==> config.mk <==
export PLATFORM = sky130hd
export DESIGN_NAME = eight_bit
export DESIGN_NICKNAME = d
export VERILOG_FILES = /design/src/rtl/eight_bit.sv
export SDC_FILE = /design/constraint.sdc
export NUM_CORES = 1
export LEC_CHECK = 0
export BUFFER_PORTS_ARGS = -buffer_cell sky130_fd_sc_hd__buf_2
export CAP_MARGIN = 20
export CORE_MARGIN = 4
export CORE_UTILIZATION = 30
export DETAILED_ROUTE_END_ITERATION = 8
export SLEW_MARGIN = 20
export SYNTH_ARGS = -nofsm -noshare
export SYNTH_HDL_FRONTEND = slang
export SYNTH_SLANG_ARGS = --single-unit
==> constraint.sdc <==
create_clock -name clk -period 8.04 [get_ports clk]
set_clock_uncertainty 0.1 [all_clocks]
set_input_delay 0.804 -clock clk [delete_from_list [all_inputs] [get_ports clk]]
set_output_delay 0.804 -clock clk [all_outputs]
set_load 0.01 [all_outputs]
==> src/rtl/eight_bit.sv <==
// 8-bit ripple-carry adder with carry-in/carry-out and a registered result.
// One-cycle latency; a synchronous active-high reset clears the output register.
module eight_bit (
  input  logic       clk,
  input  logic       rst,
  input  logic [7:0] a,
  input  logic [7:0] b,
  input  logic       cin,
  output logic [7:0] s,
  output logic       c
);

  logic [8:0] carry;
  logic [7:0] sum;

  assign carry[0] = cin;

  // One full-adder cell per bit; each carry feeds the next stage.
  for (genvar i = 0; i < 8; i++) begin : g_fa
    logic p;
    assign p            = a[i] ^ b[i];
    assign sum[i]       = p ^ carry[i];
    assign carry[i + 1] = (a[i] & b[i]) | (carry[i] & p);
  end

  logic [7:0] s_q, s_d;
  logic       c_q, c_d;

  always_comb begin
    s_d = sum;
    c_d = carry[8];
  end

  always_ff @(posedge clk) begin
    if (rst) begin
      s_q <= 8'd0;
      c_q <= 1'b0;
    end else begin
      s_q <= s_d;
      c_q <= c_d;
    end
  end

  assign s = s_q;
  assign c = c_q;

endmodule

==> results.md, run 1 <==
* Final Max Slew Viols at 0
* Sum of negative setup slack at 0 ps
* Pleak at around 0.00032 uW
* Post-synth cell types at 5
* Final nets at 92
* Bufs and invs on worst path at 4
* Pwr dens at around 180 nW/um2
* Min Tclk post-route at around 4000 ps
* RSZ-0062 raised after global routing: no
* CTS clock-pin slew for the worst setup and hold paths at 60 ps
* Wire length after detailed routing at 692 um
* Worst-Margin Slew at about 150 ps
* H-tree depth at 1
* Worst VDD drop at 0.0623 mV
* Final core occ at 45.8%
* Commonest non-fill, non-tap cell in the layout: buf_2
* CTS tree: done
* Crit-path max FO at 1
* Sw frac at about a quarter
* All-Layer GR Usage at under 10%
* GR Overflow Total at 0
* Crit path DAT at around 4000 ps
* Port buffer count at 27
* DR vias at roughly 310
* Slew headroom at 90.1%
* WL/cell at 8.76 um
* CTS sink cnt at 9
* Worst-path cell chain: buf_2, fa_1, inv_1, fa_1, inv_1, fa_1, fa_1, fa_1, fa_1, fa_1, inv_1, fa_1, nor2_1
* Result of the run: finished, final reports clean
* Synthesized instance count at 33
* Die X at 45.2 um
* Cell area after synthesis at 415 um2
* CP Depth at 13
* Seq pwr share at a little under half
* Hold Path Depth at 2
* Root Buffer: clkbuf_4
* Endpoint class of the critical path: flop
* Pre-Repair DR Iteration Count at 3
* Combinational Power Share at between 20% and 30%
* First-pass GRT wire length at 1190 um
* Cts repair resizes at 0
* Ant. Diodes at 0
* Initial Util at 31.9%
* CP max stage cell: fa_1
* Final period utilization at 49.7%
* Clk pwr share at 29.9%
* Most frequent cells in the layout: buf_2, dfxtp_1, fa_1
* Most used cell, CP: fa_1
* Fmax at 250 MHz
* Register area share after synthesis at 43.4%
* Mapped Nets at 60
* Clock Tree Buf Depth at 2
* Max Cap Viol at 0
* GP Congestion at 0.621
* CTS Hold Buffers Added at 0
* Vias per std cell at 3.94
* Setup-failing EPs final at 0
* Final hold vios at 0
* HP Class: primary input to flop
* Die ar. at approximately 2000 um2
* # rows at 13
* Area grow syn2layout at 43.4%
* Die Span Y at 45.2 um
* Postcts setup bufs at 0
* Post-route DRC at 0
* Critical path class: primary input to flop
* Max stage delay on crit path at 410 ps
* Delay-heaviest family, CP: adder cells
* Critical path data required time at 8130 ps
* Final ANT Viol Nets at 0
* Syn avg cell area at 12.6 um2
* Initial antenna violation count at 0
* Total core area at approximately 1300 um2
* Vias in the first global route at 323
* Num CTS Buffers at 3
* NetSw at 27.0 uW
* Internal at 82.1 uW
* Iter 0 DRT Violations at 3
* Proportion of layout cells with a drive suffix above 1 at 46.9%
* Largest net degree at the start of global routing at 10
* Synth Register Bits at 9
* HPWL after DPL at 629 um
* Synth warn at 0
* CP Launch Type: primary input
* # IOs at 28
worst paths after layout:
kind	from	endpoint	slack [ps]
worst min-delay path	rst	s[7]$_SDFF_PP0_	720
worst max-delay path	a[0]	s[7]$_SDFF_PP0_	4040
logic make-up after synthesis:
| group | share of synthesized area (%) |
|---|---|
| fa+ha+maj | 38.6 |
| simple gates | 11.7 |
| flops | 43.4 |
| buf+inv | 6.33 |
layout make-up:
type | count | area, um2
fillers | 141 | 706
multi-input cells | 17 | 209
flip-flops and latches | 9 | 180
repair buffers | 27 | 135
clock buffers | 4 | 26.3
inverters | 7 | 26.3
well taps | 15 | 18.8
cell usage after synthesis (all sizes together):
master	count	area [um2]
dfxtp	9	180
fa	8	160
inv	7	26.3
nor2	3	11.3
nor2b	6	37.5
flip-flops by register name (all words and copies together), names as in the netlist:
signal  flops
c           1
s           8
metal layers:
metal	global-route usage [%]	vias up	wire, um	part of all wire [%]
li1	-	155	-	-
met1	9.98	134	251	36
met2	12.1	18	320	46
met3	0.797	4	78	11
met4	10.5	0	41	5.9
met5	0	-	0	0
power groups by stage:
stage	sequential (uW)	combinational, uW	clock [uW]
floorplan	55.4	9.61	0
global placement	52.1	25.7	0
detailed placement	52.2	26.2	0
CTS	51.3	26.2	34.3
global route	51.9	29.9	37.1
finish	51.2	25.3	32.6
metrics by stage:
| step | power (uW) | hold slack [ps] | worst slack, ps | cell area (um2) | std cells |
|---|---|---|---|---|---|
| after floorplan | 65.0 | 771 | 4010 | 415 | 33 |
| after CTS | 112 | 715 | 4040 | 596 | 79 |
| after detailed placement | 78.4 | 986 | 3760 | 569 | 75 |
| after global placement | 77.8 | 984 | 3810 | 569 | 75 |
| after global routing | 119 | 728 | 3880 | 596 | 79 |
| final | 109 | 719 | 4040 | 596 | 79 |
No activity file was read; power rests on OpenSTA's default activity.
==> run 2: changes to the inputs <==
ABC_AREA = 1   (was unset)
clock period = 3.9 ns   (was 8.04 ns; I/O delays follow)
==> run 2 against run 1 <==
Against the previous run:
- cell area rose by 1.3%
- combinational power rose by 120%
- global-route usage rose by 1.3 points
- via count rose by 7.7%
- critical path type unchanged
- largest cell class unchanged
- highest routed layer unchanged
==> results.md, run 2 <==
* CTS sink cnt at 9 (unchanged)
* Die ar. at 2120 um2 (+3.7%)
* Vias in the first global route at 349 (+8.0%)
* Setup crit start: a[0]
* Synth Area in Compound Gates at 0% (unchanged)
* Ant. Diodes at 0 (unchanged)
* Internal at 169 uW (+110%)
* All-Layer GR Usage at 9.84% (+1.3 points)
* Initial Util at 32.6% (+0.63 points)
* Final Max Slew Viols at 0 (unchanged)
* Min Tclk post-route at 3630 ps
* Cell area after synthesis at 434 um2 (+4.5%)
* Max Cap Viol at 0 (unchanged)
* Crit path DAT at 3720 ps (-370 ps)
* Pre-Repair DR Iteration Count at 4 (+1)
* Post-Synth Simple-Gate Area at 7.78% (-4.0 points)
* Most frequent cells in the layout: buf_2, inv_1, nor2_1, dfxtp_1, fa_1
* H-tree depth at 1 (unchanged)
* Synth warn at 0 (unchanged)
* Final nets at 98 (+6.5%)
* Multiplexer area fraction after synthesis at 0% (unchanged)
* Mapped Nets at 67 (+12%)
* # IOs at 28 (unchanged)
* Post-synth EDFFs at 0 (unchanged)
* WL/cell at 10.2 um (+16%)
* CTS clock-pin slew for the worst setup and hold paths at 60 ps (about the same)
* DR vias at 335 (+7.7%)
* Initial antenna violation count at 0 (unchanged)
* Pleak at 0.000349 uW (+9.6%)
* Synth top cells by count: inv_1, dfxtp_1, nor2_1
* Fmax at 276 MHz
* Vias per std cell at 3.94 (+0.11%)
* Post-route DRC at 0 (unchanged)
* Wire length after detailed routing at 864 um (+25%)
* Max FFs per register at 8 (unchanged)
* Ranking of synthesized cells by area: dfxtp_1, fa_1, inv_1, nor2_1, buf_6
* Total core area at 1330 um2 (+2.5%)
* Die Span Y at 46.0 um (+1.8%)
* Setup-failing EPs final at 0 (unchanged)
* Synthesized instance count at 40 (+21%)
* HPWL after DPL at 776 um (+23%)
* First-pass GRT wire length at 1440 um (+21%)
* Largest family of logic cells by synthesized area: adder cells
* Clk pwr share at 29.6% (-0.3 points)
* GR Overflow Total at 0 (unchanged)
* Post-synth top area share at 41.5% (-1.9 points)
* Seq pwr share at 45.8% (-1.1 points)
* Fill count at 128 (-9.2%)
* Crit-path max FO at 1 (unchanged)
* RSZ-0062 raised after global routing: no
* Clock Tree Buf Depth at 2 (unchanged)
* Worst VDD drop at 0.0869 mV (+40%)
* CTS Hold Buffers Added at 0 (unchanged)
* Minimum hold slack at 309 ps (-410 ps)
* HP Class: primary input to flop
* Proportion of layout cells with a drive suffix above 1 at 42.9% (-4.0 points)
* Worst Min Path Start: rst
* Endpoint class of the critical path: flop
* Worst-Margin Slew at 161 ps (+11.9 ps)
* Cts repair resizes at 0 (unchanged)
* Final ANT Viol Nets at 0 (unchanged)
* Pwr dens at 382 nW/um2 (+110%)
* Critical path class: primary input to flop
* Iter 0 DRT Violations at 2 (-1)
* NetSw at 61.0 uW (+130%)
* Count leader, synth: inv_1
* Most used DFF post-synth: dfxtp_1
* Port buffer count at 27 (unchanged)
* Result of the run: finished, final reports clean
* CP Launch Type: primary input
* Root Buffer: clkbuf_4
* Combinational Power Share at 24.6% (+1.4 points)
* Num CTS Buffers at 3 (unchanged)
* Post-synth top area cell: dfxtp_1
* Register area share after synthesis at 41.5% (-1.9 points)
* # rows at 13 (unchanged)
* Commonest non-fill, non-tap cell in the layout: buf_2
* FFs w/ async S/R, synth at 0% (unchanged)
* Slew headroom at 89.3% (-0.80 points)
* Synth Register Bits at 9 (unchanged)
* Sw frac at 26.5% (+1.8 points)
* Largest net degree at the start of global routing at 10 (unchanged)
* Die X at 46.0 um (+1.8%)
* Postcts setup bufs at 0 (unchanged)
* Area grow syn2layout at 38.9%
* Post-synth cell types at 5 (unchanged)
* GP Congestion at 0.633 (+1.8%)
* Final hold vios at 0 (unchanged)
* CTS tree: done
* Final period utilization at 93.0%
* Final Power at 230 uW (+110%)
* Post-Synth XOR/XNOR Area at 0% (unchanged)
* Critical path data required time at 3990 ps (-4140 ps)
* Synth Area in Adders at 36.9% (-1.7 points)
* Syn avg cell area at 10.9 um2 (-14%)
run 2: path summary, 6_finish.rpt:
| check | end | slack, ps | cells past startpoint |
|---|---|---|---|
| max | s[7]$_SDFF_PP0_ | 270 | 13 |
| min | s[1]$_SDFF_PP0_ | 310 | 2 |
run 2: kinds of logic (layout without fill, tap and decap cells):
kind of cell	after synthesis	count (layout)
simple gates	9	9
buf+inv	14	44
flops	9	9
fa+ha+maj	8	8
run 2: critical path: stages:
cell and delay (ps):
buf_2 110, fa_1 410, inv_1 70, fa_1 150, inv_1 50, fa_1 380
fa_1 390, fa_1 410, fa_1 400, fa_1 370, inv_1 70, fa_1 410
nor2_1 110
run 2: power by group through the flow:
stage	Combinational, uW	Sequential [uW]	Clock (uW)
after floorplan	24.1	114	0
after detailed placement	58.2	108	0
after global placement	55.4	107	0
after global routing	66.4	107	76.9
after CTS	58.0	106	72.1
final	56.5	105	68.2
run 2: through the flow:
stage | std cells | setup WS (ps) | util, % | TNS (ps) | cell area, um2
after global placement | 81 | 68.4 | 43.2 | 0 | 577
after CTS | 85 | 257 | 45.2 | 0 | 603
after detailed placement | 81 | -24.8 | 43.2 | -24.8 | 577
after floorplan | 40 | 282 | - | 0 | 434
final | 85 | 273 | 45.2 | 0 | 603
after global routing | 85 | 113 | 45.2 | 0 | 603
run 2: routing by layer:
metal	part of all wire (%)	vias to the layer above	global-route usage (%)
met5	0	-	0
met4	0.58	0	6.82
met3	9.5	2	1.58
met2	55	11	15.4
met1	35	155	12.1
li1	-	167	-
run 2: final cells by class:
class	count	area, um2	share of cell area, %
clock buffers	4	26.3	4.36
inverters	13	48.8	8.09
multi-input cells	17	194	32.2
flip-flops and latches	9	180	29.9
well taps	15	18.8	3.11
repair buffers	27	135	22.4
==> run 3: changes to the inputs <==
CAP_MARGIN = 15   (was 20)
GPL_TIMING_DRIVEN = 0   (was unset)
RECOVER_POWER = 25   (was unset)
==> run 3 against run 2 <==
Against the previous run:
- largest power group unchanged
- core utilization grew 0.094 points
- largest cell class unchanged
- cell count is the same
- critical path depth is the same
- clock power is essentially flat
- die area is the same
- power shrank 0.14%
==> results.md, run 3 (same netlist as run 2, synthesis figures left out) <==
* Vias per std cell at 3.80 (-3.6%)
* GP Congestion at 0.632 (-0.11%)
* Final nets at 98 (unchanged)
* Final core occ at 45.3% (+0.094 points)
* Delay-heaviest family, CP: adder cells
* Num CTS Buffers at 3 (unchanged)
* Port buffer count at 26 (-3.7%)
* Slew headroom at 90.8% (+1.5 points)
* Worst Min Path Start: rst
* Die Span Y at 46.0 um (unchanged)
* Crit-path max FO at 1 (unchanged)
* Critical path data required time at 3990 ps (about the same)
* Die X at 46.0 um (unchanged)
* Clock Tree Buf Depth at 2 (unchanged)
* Worst VDD drop at 0.107 mV (+23%)
* # IOs at 28 (unchanged)
* Largest net degree at the start of global routing at 10 (unchanged)
* Placed Area at 583 um2 (+1.1%)
* Cts repair resizes at 0 (unchanged)
* CTS clock-pin slew for the worst setup and hold paths at 60 ps (about the same)
* Setup-failing EPs final at 0 (unchanged)
* Initial Util at 32.6% (unchanged)
* Most frequent cells in the layout: buf_2, inv_1, nor2_1, dfxtp_1, fa_1
* Hold Path Depth at 2 (unchanged)
* Crit path DAT at 3690 ps (-30 ps)
* RSZ-0062 raised after global routing: no
* Total core area at 1330 um2 (unchanged)
* Minimum hold slack at 225 ps (-84.3 ps)
* CP max stage cell: fa_1
* Postcts setup bufs at 0 (unchanged)
* WL/cell at 10.1 um (-0.23%)
* Most used cell, CP: fa_1
* Bufs and invs on worst path at 4 (unchanged)
* Iter 0 DRT Violations at 0 (-2)
* Max FFs per register at 8 (unchanged)
* CTS tree: done
* # rows at 13 (unchanged)
* Pleak at 0.000338 uW (-3.3%)
* Final ANT Viol Nets at 0 (unchanged)
* Max stage delay on crit path at 420 ps (about the same)
* CTS Hold Buffers Added at 0 (unchanged)
* H-tree depth at 1 (unchanged)
* Area grow syn2layout at 39.2%
* Worst-path cell chain: clkbuf_1, fa_1, inv_1, fa_1, inv_1, fa_1, fa_1, fa_1, fa_1, fa_1, inv_1, fa_1, nor2_1
* Min setup slack post-route at 300 ps (+26.6 ps)
* Result of the run: finished, final reports clean
* Max Cap Viol at 0 (unchanged)
* Fin area at 604 um2 (+0.21%)
* Ant. Diodes at 0 (unchanged)
* Die ar. at 2120 um2 (unchanged)
* Final Max Slew Viols at 0 (unchanged)
* Post-Place Setup Slack at -4.13 ps (+20.6 ps)
* First-pass GRT wire length at 1240 um (-14%)
* Root Buffer: clkbuf_4
* DR vias at 323 (-3.6%)
* Initial antenna violation count at 0 (unchanged)
* All-Layer GR Usage at 8.70% (-1.1 points)
* Endpoint class of the critical path: flop
* Final period utilization at 92.3% (-0.68 points)
* GR Overflow Total at 0 (unchanged)
* Final hold vios at 0 (unchanged)
* HPWL after DPL at 752 um (-3.1%)
* Wire length after detailed routing at 862 um (-0.23%)
* Fmax at 278 MHz (+0.74%)
* Pwr dens at 380 nW/um2 (-0.35%)
* CTS sink cnt at 9 (unchanged)
* Commonest non-fill, non-tap cell in the layout: buf_2
* Min Tclk post-route at 3600 ps (-26.6 ps)
* Pre-Repair DR Iteration Count at 1 (-3)
* Hold Path End: s[7]$_SDFF_PP0_
* Proportion of layout cells with a drive suffix above 1 at 37.1% (-5.7 points)
* Worst-Margin Slew at 138 ps (-22.6 ps)
* CP Launch Type: primary input
* Critical path class: primary input to flop
* Post-route DRC at 0 (unchanged)
* Vias in the first global route at 328 (-6.0%)
* HP Class: primary input to flop
[run 3: worst max-delay path by stage]
stage,from,to,slack (ps),depth (start not counted)
after floorplan,a[0],s[7]$_SDFF_PP0_,280,12
after global placement,a[0],s[7]$_SDFF_PP0_,70,13
after detailed placement,a[0],s[7]$_SDFF_PP0_,-4,13
after CTS,a[0],s[7]$_SDFF_PP0_,260,13
after global routing,a[0],s[7]$_SDFF_PP0_,180,13
final,a[0],s[7]$_SDFF_PP0_,300,13
[run 3: stage by stage]
step           TNS (ps)  std cells  total power (uW)
6_report              0         85               230
5_1_grt               0         85               245
4_1_cts               0         85               234
3_5_place_dp      -4.13         81               166
3_3_place_gp          0         81               163
2_1_floorplan         0         40               138
[run 3: final cells by class]
type	instances	area (um2)
Sequential cell	9	180
Buffer	1	11.3
Tap cell	15	18.8
Timing Repair Buffer	26	125
Clock buffer	4	26.3
Inverter	13	48.8
Fill cell	142	729
Multi-Input combinational cell	17	194
[run 3: where the power goes]
| group | internal, uW | switching, uW |
|---|---|---|
| logic | 26.2 | 30.0 |
| registers | 103 | 2.29 |
| clock network | 39.2 | 28.9 |
[run 3: routing by layer]
metal	routed length, um	track usage, %	vias to the layer above
met3	70	1.58	0
li1	-	-	167
met5	0	0	-
met4	0	6.82	0
met1	324	9.44	145
met2	468	14.6	11
